## config.mk

```make
export PLATFORM = sky130hd
export DESIGN_NAME = umi_regmaster
export DESIGN_NICKNAME = d
export VERILOG_FILES = /design/src/rtl/umi_regmaster.sv
export SDC_FILE = /design/constraint.sdc
export NUM_CORES = 1
export LEC_CHECK = 0
export ABC_AREA = 1
export CORE_AREA = 2 2 409 411
export DETAILED_ROUTE_END_ITERATION = 10
export DIE_AREA = 0 0 411 413
export DONT_BUFFER_PORTS = 1
export GPL_ROUTABILITY_DRIVEN = 0
export GPL_TIMING_DRIVEN = 1
export PLACE_DENSITY_LB_ADDON = 0.2
export SYNTH_ARGS = -nofsm -noshare
export SYNTH_HDL_FRONTEND = slang
export SYNTH_SLANG_ARGS = --single-unit
```

## constraint.sdc

```tcl
create_clock -name clk -period 3.7 [get_ports clk]
set_clock_uncertainty 0.15 [all_clocks]
set_input_delay 0.74 -clock clk [delete_from_list [all_inputs] [get_ports clk]]
set_output_delay 0.74 -clock clk [all_outputs]
set_load 0.01 [all_outputs]
```

## src/rtl/umi_regmaster.sv

```systemverilog
// UMI register master: turns single local register read/write requests into UMI
// request packets and returns the matching response data and status.
module umi_regmaster #(
    parameter int unsigned    AW       = 64,
    parameter int unsigned    CW       = 32,
    parameter int unsigned    DW       = 256,
    parameter int unsigned    RW       = 64,
    parameter logic [AW-1:0]  HOSTADDR = '0,
    parameter int unsigned    TIMEOUT  = 1024
) (
    input  logic          clk,
    input  logic          nreset,
    input  logic          reg_req,
    input  logic          reg_write,
    input  logic          reg_posted,
    input  logic [AW-1:0] reg_addr,
    input  logic [2:0]    reg_size,
    input  logic [RW-1:0] reg_wrdata,
    output logic          reg_ready,
    output logic          reg_done,
    output logic [1:0]    reg_err,
    output logic [RW-1:0] reg_rddata,
    output logic          uhost_req_valid,
    output logic [CW-1:0] uhost_req_cmd,
    output logic [AW-1:0] uhost_req_dstaddr,
    output logic [AW-1:0] uhost_req_srcaddr,
    output logic [DW-1:0] uhost_req_data,
    input  logic          uhost_req_ready,
    input  logic          uhost_resp_valid,
    input  logic [CW-1:0] uhost_resp_cmd,
    input  logic [AW-1:0] uhost_resp_dstaddr,
    input  logic [AW-1:0] uhost_resp_srcaddr,
    input  logic [DW-1:0] uhost_resp_data,
    output logic          uhost_resp_ready
);

    localparam logic [4:0] UMI_REQ_READ   = 5'h01;
    localparam logic [4:0] UMI_REQ_WRITE  = 5'h03;
    localparam logic [4:0] UMI_REQ_POSTED = 5'h05;
    localparam logic [4:0] UMI_RESP_READ  = 5'h02;
    localparam logic [4:0] UMI_RESP_WRITE = 5'h04;
    localparam int unsigned CNTW = (TIMEOUT == 0) ? 1 : $clog2(TIMEOUT + 1);

    typedef enum logic [1:0] {StIdle, StReq, StWait} state_t;

    state_t            state;
    logic              is_write;
    logic              is_posted;
    logic [CNTW-1:0]   cnt;
    logic [CNTW-1:0]   cnt_inc;
    logic [CW-1:0]     req_cmd;
    logic [4:0]        resp_op;
    logic [1:0]        resp_err;
    logic [4:0]        exp_op;
    logic              unused_ok;

    // Command layout: opcode [4:0], size [7:5], len [15:8], eom [22], err [26:25].
    always_comb begin
        req_cmd       = '0;
        req_cmd[4:0]  = !reg_write ? UMI_REQ_READ :
                        reg_posted ? UMI_REQ_POSTED : UMI_REQ_WRITE;
        req_cmd[7:5]  = reg_size;
        req_cmd[22]   = 1'b1;
        resp_op       = uhost_resp_cmd[4:0];
        resp_err      = uhost_resp_cmd[26:25];
        exp_op        = is_write ? UMI_RESP_WRITE : UMI_RESP_READ;
        cnt_inc       = (cnt == CNTW'(TIMEOUT)) ? cnt : cnt + 1'b1;
    end

    assign reg_ready         = (state == StIdle);
    assign uhost_resp_ready  = (state != StReq);
    assign uhost_req_srcaddr = HOSTADDR;
    assign unused_ok = ^{uhost_resp_dstaddr, uhost_resp_srcaddr, uhost_resp_data, uhost_resp_cmd};

    always_ff @(posedge clk or negedge nreset) begin
        if (!nreset) begin
            state             <= StIdle;
            is_write          <= 1'b0;
            is_posted         <= 1'b0;
            cnt               <= '0;
            reg_done          <= 1'b0;
            reg_err           <= 2'b00;
            reg_rddata        <= '0;
            uhost_req_valid   <= 1'b0;
            uhost_req_cmd     <= '0;
            uhost_req_dstaddr <= '0;
            uhost_req_data    <= '0;
        end else begin
            reg_done <= 1'b0;
            unique case (state)
                StIdle: begin
                    // Responses arriving here are stray or late and are dropped.
                    if (reg_req) begin
                        is_write          <= reg_write;
                        is_posted         <= reg_write & reg_posted;
                        uhost_req_cmd     <= req_cmd;
                        uhost_req_dstaddr <= reg_addr;
                        uhost_req_data    <= DW'(reg_wrdata);
                        uhost_req_valid   <= 1'b1;
                        state             <= StReq;
                    end
                end
                StReq: begin
                    if (uhost_req_ready) begin
                        uhost_req_valid <= 1'b0;
                        cnt             <= '0;
                        if (is_posted) begin
                            reg_done <= 1'b1;
                            reg_err  <= 2'b00;
                            state    <= StIdle;
                        end else begin
                            state <= StWait;
                        end
                    end
                end
                StWait: begin
                    if (uhost_resp_valid) begin
                        reg_done <= 1'b1;
                        state    <= StIdle;
                        if (resp_op != exp_op) begin
                            reg_err <= 2'b10;
                        end else begin
                            reg_err <= (resp_err != 2'b00) ? 2'b01 : 2'b00;
                            if (!is_write) begin
                                reg_rddata <= uhost_resp_data[RW-1:0];
                            end
                        end
                    end else if (TIMEOUT != 0) begin
                        cnt <= cnt_inc;
                        if (cnt_inc == CNTW'(TIMEOUT)) begin
                            reg_done <= 1'b1;
                            reg_err  <= 2'b11;
                            state    <= StIdle;
                        end
                    end
                end
                default: state <= StIdle;
            endcase
        end
    end

endmodule
```

# After elaboration in Yosys (flattened, before gate mapping)

Index checks and enable logic that the tools add are counted.

Output and inout bits: 486
Logic and storage cells: 64
Input port bits: 554
Register bits after elaboration: 220

Reduce and logical (&&, ||, !) cells: 10
Eq/ne operators: 11
Add/sub/neg operators: 1
Bitwise gates (word level): 3
Multiplexer cells: 28

Operator list:

| kind                  | number |
|---|---|
| $mux 11               | 3 |
| $eq 11x11->1 const B  | 2 |
| $pmux 11 s2           | 1 |
| $mux 2                | 10 |
| $add 11x1->11 const B | 1 |
| $mux 3                | 3 |
| $reduce_and 3->1      | 3 |
| $ne 2x2->1 const B    | 4 |
| $reduce_and 4->1      | 2 |
| $mux 1                | 7 |
| $pmux 2 s3            | 1 |
| $reduce_bool 2->1     | 3 |
| $ne 5x3->1            | 1 |
| $pmux 1 s2            | 2 |
| $pmux 2 s2            | 1 |
| $ne 3x3->1 const B    | 1 |
| $eq 2x1->1 const B    | 1 |
| $eq 2x2->1 const B    | 1 |
| $logic_not 2->1       | 1 |
| $ne 2x1->1 const B    | 1 |
| $not 1->1             | 2 |
| $reduce_and 2->1      | 1 |
| $and 1x1->1           | 1 |

# Depth between registers and ports, before layout

Gate-level depths: netlist (run 1).

Depth in word-level cells: 6
Gate-level depth with buffers: 14
Depth with buffers taken out: 14

# Least setup slack after synthesis (run 1)

No wires, ideal clock.

Path kind: input-to-reg
Start point: input port uhost_resp_cmd[0]
End point: register reg_rddata[30]
Cell stages on the path: 4
Data required time: 3425 ps
Slack: 1699 ps
Data arrival time: 1726 ps
Path buffers: 1
Path through: nor3_1 -> nand3_2 -> buf_4 -> mux2_2

Longest elaborated chain between the ends: 3

RTL lines:

| what                              | line | text |
|---|---|---|
| start, declared                   | 30   | `input logic [CW-1:0] uhost_resp_cmd,` |
| $ne 5x3->1                        | 120  | `if (resp_op != exp_op) begin` |
| $not 1->1 (no source line)        | -    |  |
| $reduce_and 4->1 (no source line) | -    |  |
| end signal, assigned              | 125  | `reg_rddata <= uhost_resp_data[RW-1:0];` |
| end, declared                     | 22   | `output logic [RW-1:0] reg_rddata,` |

Every way passes these cells.
A chain may end at the register's enable or synchronous reset.

# Worst setup path in the final report (run 1)

Start point: register state[0]
End point: register reg_rddata[57]

Longest elaborated chain between the ends: 2

RTL lines:

| what                              | line | text |
|---|---|---|
| start, declared                   | 46   | `state_t state;` |
| start signal, assigned            | 77   | `state <= StIdle;` |
| start signal, assigned            | 100  | `state <= StReq;` |
| start signal, assigned            | 110  | `state <= StIdle;` |
| $eq 2x2->1                        | 90   | `unique case (state)` |
| $reduce_and 4->1 (no source line) | -    |  |

Every way passes these cells.

==> results of run 1 <==
-- state kept, by name, indices dropped and copies added (netlist names) --
register and cells:
reg_rddata 64, state 2, uhost_req_valid 1, uhost_req_data 64, reg_done 1, reg_err 2, cnt 11, uhost_req_dstaddr 64
is_write 1, uhost_req_cmd 6
-- placed cells by master (no fill, tap or decap), types with 6 or more instances in the layout --
master / Yosys / layout
clkbuf_16: 0 / 31
dlygate4sd3_1: 0 / 79
o21ai_0: 7 / 7
conb_1: 1 / 281
nor2_1: 13 / 13
clkbuf_8: 0 / 10
nand2_1: 433 / 432
mux2_2: 64 / 64
inv_1: 24 / 24
dfrtp_1: 216 / 216
nor2_2: 6 / 6
o22ai_1: 10 / 10
nand3_1: 11 / 11
-- worst reg2reg max path, stage by stage, from the launching register on --
cell     delay, ns
dfrtp_1       0.42
inv_1         0.10
ha_1          0.34
nand2_1       0.08
inv_1         0.14
nand3_4       0.46
buf_4         0.47
mux2_2        0.28
-- area by class of cell --
cell class	instances	area [µm²]	area share
clock inverter	9	148.9	0.01045
sequential	216	5405	0.3794
inverter	27	103.9	0.007289
timing repair buffer	87	888.4	0.06235
tap	2204	2758	0.1936
multi-input combinational	866	4015	0.2818
clock buffer	45	928.4	0.06516
-- cell usage after synthesis, drive strengths merged (4+ instances only) --
| master | instances |
|---|---|
| nand3 | 17 |
| nand4 | 5 |
| o21ai | 8 |
| clkbuf | 29 |
| nor3 | 4 |
| nand2 | 438 |
| nor2 | 21 |
| buf | 291 |
| o22ai | 10 |
| inv | 27 |
| ha | 5 |
| mux2 | 64 |
| xor2 | 5 |
| dfrtp | 216 |
-- power by group through the flow --
stage          logic (mW)  clock network, mW  registers [mW]
6_report             1.74               3.20            4.26
5_1_grt              2.08               3.51            4.38
4_1_cts              1.81               3.41            4.30
3_5_place_dp         1.74                  0            4.32
3_3_place_gp         1.72                  0            4.38
2_1_floorplan        1.54                  0            3.99
-- metrics by stage --
step,util,area (µm²)
final,0.08587,14250
after global routing,0.08587,14250
after CTS,0.08587,14250
after detailed placement,0.07462,12380
after global placement,0.07462,12380
after floorplan,-,11810
-- layer usage --
layer	vias up	GRT usage
met3	46	0.01979
met4	2	0.01326
met2	372	0.05779
li1	3156	-
met1	3092	0.03550
met5	-	0
-- path summary, 6_finish.rpt --
| kind | to | depth (start not counted) |
|---|---|---|
| worst max register to register | reg_rddata[57] | 7 |
| max in group asynchronous | uhost_req_data[12] | 0 |
| worst min register to register | state[1] | 2 |
| worst max-delay path | reg_rddata[57] | 7 |
| min in group clk | uhost_req_data[12] | 2 |
| worst min-delay path | reg_rddata[61] | 0 |
-- cells by family after synthesis --
kind of cell               count (synthesis)
xor gates and xnor gates                   5
AOI/OAI and AO/OA                         23
adders and majority gates                  5
DFF                                      216
and+or+nand+nor                          488
muxes                                     64
other                                      1
buffers and inverters                    347
==> impl_metrics.ini, run 1 <==
[outcome]
status = finished with violations
violations = hold timing

[sta]
finalWorstSetupSlack_ns = 1.145
hold_viol_final = 216
maxSlewViolCount = 0
fin_crit_sh = 0.6905
slew-limit-headroom = 0.2924
setup_tns_ns = 0
fmax_mhz = 391.4
period_minus_slack_ns = 2.555
setup_viol = 0
hold_slack_ns = -0.3546
worst_slew_pin_slew_ns = 1.061
rsz0062_at_grt = no

[die]
row_count = 150
coreArea_um2 = 165900
die_width_um = 411
initial_core_util = 0.06487
io_pins = 1040
die_h_um = 413
die-area_um2 = 169700

[setup_path]
crit_chain = inv_1, ha_1, nand2_1, inv_1, nand3_4, buf_4, mux2_2
critical_path_class = register to register
cpMostUsedCell = inv_1
path_delay_family = buffers and inverters
critPathLaunchType = register
arrival_ns = 2.92
r2r-start = state[0]
cp.required_ns = 4.07
critPathMaxFanout = 34
slowest_delay_ns = 0.46
critical-path-slowest-cell = nand3_4
startpoint = state[0]
path_buf_inv = 3
crit_path_end_kind = register
r2r_slack_ns = 1.15

[place]
place_ws_ns = 0.8372
numPortBuffers = 0
hpwlAfterDp_um = 21890
place_inst = 3321

[global_routing]
overflow = 0
grt_pass1_wl_um = 44150
grt_pass1_vias = 6659
grt_usage = 0.03451
grt_max_degree = 217
antenna_found_initial = 2

[clock_tree]
post_cts_buffers = 0
cts_buffers = 31
cts_tree = done
clk-insertion-delay-late_ns = 0.65
postCtsHoldBufs = 79
path_clk_slew_ns = 0.06
clock_path_buffers = 3
cts-root-buf = clkbuf_16
cts_sinks = 216
ctsHtreeMaxLevel = 1
postCtsResizedCells = 0

[logic_synthesis]
synthArstFlopShare = 1.000
synth_compound_area_frac = 0.01314
yosysTopAreaCellShare = 0.5022
syn_inst = 1149
synth_edf_count = 0
ys_ff_latch = 216
synth_cell_types = 33
synthMuxAreaShare = 0.06696
ys_top_cells_by_area = dfrtp_1 (50%), buf_4 (20%), nand2_1 (15%)
synth-simple-area-share = 0.1830
synth_area_um2 = 10760
synth_warnings = 0
syn_area_per_cell_um2 = 9.367
synth_flop_cell = dfrtp_1
ys_seq_area_frac = 0.5022
yosysTopAreaCell = dfrtp_1
synth_top_family_by_area = buffers and inverters
synth-xor-area-share = 0.004766
synth_fa_ha_area_frac = 0.005813

[power]
leakage_nw = 6.526
power.internal_mw = 5.721
p_comb_frac = 0.189
p_sw_frac = 0.3775
pwr-share-seq = 0.463
finalPower_mw = 9.189
p_sw_mw = 3.469
pwr-share-clk = 0.348
power.density_nw_per_um2 = 645.0
ir_worst_vdd_mv = 0.3733

[finish]
nFillCells = 19380
areaGrowthSynthToFinish_pct = 32.38
antennaDiodeCount = 0
layout-drive-gt1-share = 0.1200
final_nets = 1788
final_cell_count_no_fill = 3454

[detailed_routing]
antenna_left = 0
num_vias = 6668
wl_um = 31560
met1Wirelength_um = 11150
drt_iter0_drc = 181
dr.pass1.iters = 4
routed.top_layer = met5
dr_wl_met2_um = 15400
drc = 0
viasPerCell = 1.931
dr_wl_met3_um = 4092
wl_per_cell_um = 9.138

[hold_path]
worstHoldPathType = input pin to asynchronous set/reset pin

[flow_run]
drv_cap = 0
(Power assumes the default switching activity.)
==> run 2, diff against run 1 <==
==> constraint.sdc (replaced) <==
create_clock -name clk -period 2.61 [get_ports clk]
set_clock_uncertainty 0.15 [all_clocks]
set_input_delay 0.522 -clock clk [delete_from_list [all_inputs] [get_ports clk]]
set_output_delay 0.522 -clock clk [all_outputs]
set_load 0.01 [all_outputs]
==> run 2 against run 1 <==
The run still ends with hold timing left. Flip-flop and latch count stayed put. Worst hold slack worse by 0.22 ns. Design area is 8.4% higher. Core utilization is 0.72 points higher. Combinational power is 51% higher. Sequential share of layout area is 3.0 points lower. Final cell count is 3.5% higher. Sequential power is 42% higher. Clock power is 42% higher. Setup slack worse by 0.86 ns. Die area stayed put.
==> impl_metrics.ini, run 2 (synthesized netlist as in run 1, its figures left out) <==
[clock_tree]
clk-insertion-delay-late_ns = 0.64
cts-root-buf = clkbuf_16
postCtsResizedCells = 0
ctsHtreeMaxLevel = 1
cts_tree = done
post_cts_buffers = 0
path_clk_slew_ns = 0.06
cts_buffers = 31
cts_sinks = 216
postCtsHoldBufs = 198
clock_path_buffers = 3

[place]
place_ws_ns = 0.4172
hpwlAfterDp_um = 21790
numPortBuffers = 0
place_inst = 3321
placed_area_um2 = 12380

[power]
pwr-share-clk = 0.345
power.density_nw_per_um2 = 855.0
power.internal_mw = 8.284
p_sw_mw = 4.926
leakage_nw = 7.032
ir_worst_vdd_mv = 0.6611
pwr-share-seq = 0.456
p_sw_frac = 0.3729
p_comb_frac = 0.199

[setup_path]
arrival_ns = 1.65
crit_end = reg_ready
critical_path_class = register to output port
timing.rr.end = cnt[9]
critPathMaxFanout = 4
cp.required_ns = 1.94
crit_path_end_kind = output port
cp_num_cells = 3
path_delay_family = flip-flops
r2r_slack_ns = 0.48
r2r-start = state[0]
rr_worst_depth = 7
crit_chain = inv_1, ha_1, buf_4
slowest_delay_ns = 0.41
path_buf_inv = 2
critPathLaunchType = register
critical-path-slowest-cell = dfrtp_1
startpoint = state[0]

[sta]
slew-limit-headroom = 0.2273
fin_crit_sh = 0.8904
hold_viol_final = 216
finalWorstSetupSlack_ns = 0.2862
maxSlewViolCount = 0
fmax_mhz = 430.3
worst_slew_pin_slew_ns = 1.159
period_minus_slack_ns = 2.324
setup_tns_ns = 0
rsz0062_at_grt = no
setup_viol = 0
hold_slack_ns = -0.5740

[die]
die_h_um = 413
initial_core_util = 0.06487
die-area_um2 = 169700
row_count = 150
die_width_um = 411
coreArea_um2 = 165900
io_pins = 1040

[detailed_routing]
dr.pass1.iters = 4
wl_um = 32110
num_vias = 7281
antenna_left = 0
drc = 0
drt_iter0_drc = 245
wl_per_cell_um = 8.978
viasPerCell = 2.036

[finish]
mostFrequentLayoutCell = nand2_1
final_cell_mix = nand2_1 (432), conb_1 (281), dfrtp_1 (216), dlygate4sd3_1 (198), mux2_2 (64)
final_cell_count_no_fill = 3576
areaGrowthSynthToFinish_pct = 43.55
nFillCells = 19310
layout-drive-gt1-share = 0.1094
stdcell_area_um2 = 15450
largest_registers = reg_rddata x64, uhost_req_data x64, uhost_req_dstaddr x64
final_nets = 1907

[outcome]
violations = hold timing
status = finished with violations

[hold_path]
worstHoldPathType = input pin to asynchronous set/reset pin

[global_routing]
antenna_found_initial = 3
grt_max_degree = 217
grt_usage = 0.03477
overflow = 0
grt_pass1_vias = 7278
grt_pass1_wl_um = 45280

[flow_run]
drv_cap = 0
run 2: cell count changes in the layout (fill, tap and decap cells not counted), sizes merged:
cell,previous run,this run
dlygate4sd3,79,198
clkinv,2,5
bufinv,3,4
clkinvlp,1,0
diode,0,1
inv,30,29
run 2: power by group through the flow:
stage / Sequential (mW) / Combinational, mW / Clock [mW]
2_1_floorplan: 5.65 / 2.18 / 0
3_3_place_gp: 6.20 / 2.45 / 0
3_5_place_dp: 6.12 / 2.48 / 0
4_1_cts: 6.09 / 2.72 / 4.87
5_1_grt: 6.19 / 3.12 / 5.00
6_report: 6.03 / 2.63 / 4.55
run 2: worst register-to-register path: stages (launching register included):
cell	delay, ns
dfrtp_1	0.41
ha_1	0.27
inv_1	0.21
nor2_1	0.09
nor3_1	0.23
nand2_1	0.35
a21oi_1	0.22
o21bai_1	0.12
run 2: area by class of cell:
type | count | area (µm²) | share of cell area
Sequential cell | 216 | 5405 | 0.3499
Inverter | 27 | 103.9 | 0.006722
Clock inverter | 11 | 177.7 | 0.01150
Clock buffer | 45 | 908.4 | 0.05880
Timing Repair Buffer | 206 | 2079 | 0.1346
Tap cell | 2204 | 2758 | 0.1785
Antenna cell | 1 | 2.502 | 0.0001620
Multi-Input combinational cell | 866 | 4015 | 0.2599
run 2: worst min path at each step:
stage,from,endpoint,slack [ns],cells after the start
after global placement,nreset,reg_rddata[60],0.08,0
after floorplan,nreset,cnt[0],0.08,0
after global routing,nreset,reg_rddata[1],-0.66,0
final,nreset,reg_rddata[3],-0.57,0
after detailed placement,nreset,reg_rddata[60],0.08,0
after CTS,nreset,reg_rddata[60],-0.67,0
run 2: layer usage:
layer  up-vias  share of wire  global-route usage
met4         2          0.027             0.01263
met3        41           0.13             0.02029
met5         -        0.00028                   0
met1      3475           0.34             0.03427
met2       373           0.50             0.06020
li1       3390              -                   -
run 2: through the flow:
step | util | total power, mW
global placement | 0.07462 | 8.649
global route | 0.09311 | 14.31
detailed placement | 0.07462 | 8.600
CTS | 0.09311 | 13.68
finish | 0.09312 | 13.21
floorplan | - | 7.830
